$ cat config.mk
export PLATFORM = sky130hd
export DESIGN_NAME = custom_wr_arb_ctrl
export DESIGN_NICKNAME = d
export VERILOG_FILES = /design/src/rtl/custom_wr_arb_ctrl.sv
export SDC_FILE = /design/constraint.sdc
export NUM_CORES = 1
export LEC_CHECK = 0
export CAP_MARGIN = 20
export CORE_ASPECT_RATIO = 1.2
export CORE_MARGIN = 2
export CORE_UTILIZATION = 41
export DETAILED_ROUTE_END_ITERATION = 6
export PLACE_DENSITY_LB_ADDON = 0.25
export SLEW_MARGIN = 15
export SYNTH_ARGS = -nofsm -noshare
export SYNTH_HDL_FRONTEND = slang
export SYNTH_SLANG_ARGS = --single-unit
$ cat constraint.sdc
create_clock -name wclk_i -period 2.99 [get_ports wclk_i]
set_input_delay 0.299 -clock wclk_i [delete_from_list [all_inputs] [get_ports wclk_i]]
set_output_delay 0.299 -clock wclk_i [all_outputs]
set_load 0.03 [all_outputs]
$ cat src/rtl/custom_wr_arb_ctrl.sv
// -----------------------------------------------------------------------------
// custom_wr_arb_ctrl
// Write side of an async FIFO fronted by a 2-requester round-robin arbiter.
// The granted requester's data is steered to the FIFO memory write port.
// The block also keeps the binary/Gray write pointer and the registered
// full, almost-full and fill-level flags, all in the write clock domain.
//
// Ports
//   wclk_i          write-domain clock, rising edge
//   wrst_n_i        asynchronous active-low reset
//   valid_i[1:0]    per-requester write request
//   data0_i/data1_i write data of requester 0 / 1
//   rptr_sync_i     Gray read pointer, already synchronized into wclk_i
//   ready_o[1:0]    per-requester accept (write = valid & ready)
//   wen_o           FIFO memory write enable
//   waddr_o         FIFO memory write address
//   wdata_o         FIFO memory write data
//   wptr_g_o        registered Gray write pointer (to read domain)
//   wfull_o         registered full flag
//   walmost_full_o  registered almost-full flag
//   wlevel_o        registered fill level, write-domain view
//   gnt_id_o        granted requester id (meaningful while wen_o is high)
// -----------------------------------------------------------------------------
module custom_wr_arb_ctrl #(
    parameter int ADDRSIZE = 4,
    parameter int DSIZE    = 8,
    parameter int AF_LEVEL = 2
) (
    input  logic                wclk_i,
    input  logic                wrst_n_i,
    input  logic [1:0]          valid_i,
    input  logic [DSIZE-1:0]    data0_i,
    input  logic [DSIZE-1:0]    data1_i,
    input  logic [ADDRSIZE:0]   rptr_sync_i,
    output logic [1:0]          ready_o,
    output logic                wen_o,
    output logic [ADDRSIZE-1:0] waddr_o,
    output logic [DSIZE-1:0]    wdata_o,
    output logic [ADDRSIZE:0]   wptr_g_o,
    output logic                wfull_o,
    output logic                walmost_full_o,
    output logic [ADDRSIZE:0]   wlevel_o,
    output logic                gnt_id_o
);

    localparam int PW = ADDRSIZE + 1;
    // Depth and threshold built in PW bits so ADDRSIZE up to 31 does not
    // overflow 32-bit integer arithmetic.
    localparam logic [PW-1:0] DEPTH  = PW'(1) << ADDRSIZE;
    localparam logic [PW-1:0] AF_THR = DEPTH - PW'(AF_LEVEL);

    logic [PW-1:0] wbin_q, wbin_d;
    logic [PW-1:0] wptr_g_q, wgray_d;
    logic          prio_q, prio_d;
    logic          wfull_q, wfull_d;
    logic          walmost_full_q, walmost_full_d;
    logic [PW-1:0] wlevel_q, wlevel_d;
    logic [PW-1:0] rbin_sync;
    logic          gnt_id;
    logic          wen;

    // Gray -> binary: bit i is the XOR of all Gray bits at or above i.
    for (genvar i = 0; i < PW; i++) begin : g_g2b
        assign rbin_sync[i] = ^(rptr_sync_i >> i);
    end

    // Tie goes to prio; otherwise the single requester (or 0 when idle).
    assign gnt_id = (valid_i == 2'b11) ? prio_q : valid_i[1];

    // Reset gating keeps the write port quiet while wrst_n_i is low even
    // though the registered full flag reads 0 then.
    assign wen = (|valid_i) & ~wfull_q & wrst_n_i;

    assign wbin_d         = wbin_q + PW'(wen);
    assign wgray_d        = (wbin_d >> 1) ^ wbin_d;
    assign wlevel_d       = wbin_d - rbin_sync;
    // Full when the next write pointer has lapped the read pointer once:
    // Gray form of that is the top two bits inverted.
    assign wfull_d        = (wgray_d == {~rptr_sync_i[PW-1:PW-2], rptr_sync_i[PW-3:0]});
    assign walmost_full_d = (wlevel_d >= AF_THR);
    assign prio_d         = wen ? ~gnt_id : prio_q;

    always_ff @(posedge wclk_i or negedge wrst_n_i) begin
        if (!wrst_n_i) begin
            wbin_q         <= '0;
            wptr_g_q       <= '0;
            prio_q         <= 1'b0;
            wfull_q        <= 1'b0;
            walmost_full_q <= 1'b0;
            wlevel_q       <= '0;
        end else begin
            wbin_q         <= wbin_d;
            wptr_g_q       <= wgray_d;
            prio_q         <= prio_d;
            wfull_q        <= wfull_d;
            walmost_full_q <= walmost_full_d;
            wlevel_q       <= wlevel_d;
        end
    end

    assign ready_o        = wen ? (gnt_id ? 2'b10 : 2'b01) : 2'b00;
    assign wen_o          = wen;
    assign waddr_o        = wbin_q[ADDRSIZE-1:0];
    assign wdata_o        = wrst_n_i ? (gnt_id ? data1_i : data0_i) : '0;
    assign gnt_id_o       = gnt_id & wrst_n_i;
    assign wptr_g_o       = wptr_g_q;
    assign wfull_o        = wfull_q;
    assign walmost_full_o = walmost_full_q;
    assign wlevel_o       = wlevel_q;

endmodule

==> results of run 1 <==
==> cell type report <==
class / count / area [um^2]
Clock buffer: 4 / 26.3
Fill cell: 202 / 793
Inverter: 13 / 48.8
Multi-Input combinational cell: 76 / 649
Sequential cell: 17 / 425
Tap cell: 33 / 41.3
Timing Repair Buffer: 63 / 593
==> worst reg2reg max path: stages, from the launching register on <==
cell and delay (ns):
dfrtp_1 0.38, nand2b_1 0.18, nor2_2 0.18, ha_1 0.19, nand3_1 0.10, xor2_1 0.20, inv_1 0.09, ha_1 0.38
or2b_1 0.27, nor3b_1 0.25, or4_4 0.18, nand4_1 0.08
==> where the power goes <==
group	internal (mW)	switching, mW
combinational	0.654	0.760
sequential	0.357	0.0641
clock	0.0520	0.0704
==> per-stage QoR <==
stage / cell area (um^2) / std cells
after floorplan: 1130 / 107
after global placement: 1760 / 202
after detailed placement: 1760 / 202
after CTS: 1780 / 206
after global routing: 1780 / 206
final: 1780 / 206
==> layer usage <==
metal	up-vias	track usage	share of wire	routed length [um]
li1	487	-	-	-
met1	475	0.222	0.42	1170
met2	37	0.332	0.50	1390
met3	9	0.0364	0.058	162
met4	0	0.109	0.028	78
met5	-	0	0	0
==> sequential cells by signal (all words and copies together), names as in the netlist <==
| signal | count |
|---|---|
| walmost_full_o | 1 |
| wbin_q | 5 |
| prio_q | 1 |
| wptr_g_o | 4 |
| wfull_o | 1 |
| wlevel_o | 5 |
==> layout by cell type (no fill, tap or decap), types with 2 or more instances in the layout <==
cell | Yosys | final
a21oi_1 | 2 | 2
buf_4 | 0 | 15
clkbuf_4 | 0 | 3
clkdlybuf4s50_1 | 0 | 48
dfrtp_1 | 17 | 17
ha_1 | 7 | 7
inv_1 | 12 | 12
mux2i_1 | 8 | 8
nand2_1 | 2 | 2
nand2b_1 | 2 | 2
nor2_1 | 15 | 14
nor3_1 | 3 | 3
nor3b_1 | 2 | 2
o21ai_0 | 2 | 2
o31ai_1 | 2 | 2
xnor2_1 | 9 | 9
xnor3_1 | 2 | 2
xor2_1 | 7 | 7
==> worst paths after layout <==
| kind | from | end | cells past startpoint |
|---|---|---|---|
| setup / recovery | rptr_sync_i[4] | walmost_full_o$_DFF_PN0_ | 10 |
| hold / removal | wrst_n_i | wptr_g_o[2]$_DFF_PN0_ | 2 |
| setup reg to reg | wfull_o$_DFF_PN0_ | walmost_full_o$_DFF_PN0_ | 11 |
| hold reg to reg | prio_q$_DFFE_PN0P_ | prio_q$_DFFE_PN0P_ | 2 |
| max in group asynchronous | wrst_n_i | wlevel_o[2]$_DFF_PN0_ | 2 |
| min in group wclk_i | prio_q$_DFFE_PN0P_ | prio_q$_DFFE_PN0P_ | 2 |
==> logic make-up after synthesis <==
kind of cell,Yosys count,synth area share
buffers and inverters,14,0.0467
and+or+nand+nor,31,0.138
adders and majority gates,8,0.0957
xor gates and xnor gates,21,0.225
DFF,17,0.378
muxes,8,0.0712
AOI/OAI and AO/OA,8,0.0456
==> results.yml, run 1 <==
timing:
  whs_ns: 0.362
  maxSlewViolCount: 0
  post-route-min-period_ns: 2.78
  worst_slew_pin_slew_ns: 0.327
  skew_ns: 0.00426
  setup_tns_ns: 0
  rsz0062_at_grt: "no"
  hold_viol_final: 0
  period_share: 0.929
  setup_ws_ns: 0.212
  setup_violations: 0
  clock.fmax_ghz: 0.360
  max_slew_margin: 0.781
die:
  initial_core_util: 0.436
  die_h_um: 61.4
  die_area_mm2: 0.00318
  die_w_um: 51.8
  io_pins: 53
  fp-row-count: 20
  core_area_mm2: 0.00258
hold_path:
  hold_path.class: "in -> async"
setup_path:
  rrSetupSlack_ns: 0.39
  path_buf_inv: 1
  cp.required_ns: 3.15
  crit_family: "simple AND/OR/NAND/NOR gates"
  worstSetupStartpointType: "input pin"
  crit_path_max_incr_delay_ns: 0.49
  critPathArrivalTime_ns: 2.94
  criticalPathCategory: "in -> reg"
  path_cells: "clkdlybuf4s50_1 -> xnor3_2 -> xor2_1 -> xnor2_1 -> ha_1 -> fa_1 -> or2b_1 -> nor3b_1 -> or4_4 -> nand4_1"
  crit_path_end_kind: "flop"
  worst-path-max-fanout: 2
  crit_slowest_cell: "clkdlybuf4s50_1"
power:
  power_mw: 1.96
  p_leak_nw: 0.863
  power_density_mw_per_mm2: 1100
  ir_worst_vdd_mv: 0.637
cts:
  h-tree-depth: 1
  numCtsBuffers: 3
  cts_hold_buf: 0
  cts_tree: "built"
  cts_max_path_buffers: 2
  clock-sinks: 17
  postCtsSetupBuffers: 0
  ctsRootBufferMaster: "clkbuf_4"
  cts.repair.resized: 0
  clk_pin_slew_ns: 0.10
  worstSkewPairLatency_ns: 0.29
cells_and_area:
  drive_gt1_frac: 0.133
  fin_nets: 207
  syn_to_final_growth_pct: 58.6
  antennaDiodeCount: 0
  final_core_util: 0.692
place:
  numPortBuffers: 52
  gp_congestion: 0.846
  post-place-ws_ns: -0.106
  post-dp-hpwl_um: 2370
synthesis:
  synthTopCellsByArea: "dfrtp_1 (38%), ha_1 (7.8%), mux2i_1 (7.1%), xnor2_1 (7.0%), xor2_1 (5.5%)"
  synth_top_area_share: 0.378
  synth_cell_types: 30
  avgSynthCellArea_um2: 10.5
  synth_cells: 107
  ys.flop_type: "dfrtp_1"
  synth_fp_nets: 140
  synth-edff-count: 0
  synth-async-reset-ratio: 1.00
  ys_seq_area_frac: 0.378
  synth_common_cells: "dfrtp_1 (17), nor2_1 (15), inv_1 (12), xnor2_1 (9), mux2i_1 (8)"
  ys_ff_latch: 17
  synth_warnings: 0
  yosysMostFrequentCell: "dfrtp_1"
  synth.largest_area_cell: "dfrtp_1"
  synth_area_mm2: 0.00112
routing:
  vias: 1008
  routed_via_density: 4.89
  drc: 0
  wl_per_cell_um: 13.6
  ant_nets: 0
  first_pass_iters: 4
  routed_wirelength_um: 2800
  drt_iter0_drc: 12
grt:
  grt_pass1_wl_um: 4440
  grt-ovfl-total: 0
  antenna_found_initial: 0
  grt_pass1_vias: 1027
  track_usage: 0.191
  grt_start_max_net_pins: 19
flow_run:
  drv_cap: 0
status:
  outcome: "finished clean"
Note: power is estimated with default switching activity, not from simulation.
==> run 2, diff against run 1 <==
ABC_CLOCK_PERIOD_IN_PS = 2990   (was unset)
==> results of run 2 <==
The final DEF is identical to that of run 1; final timing and power are the same.
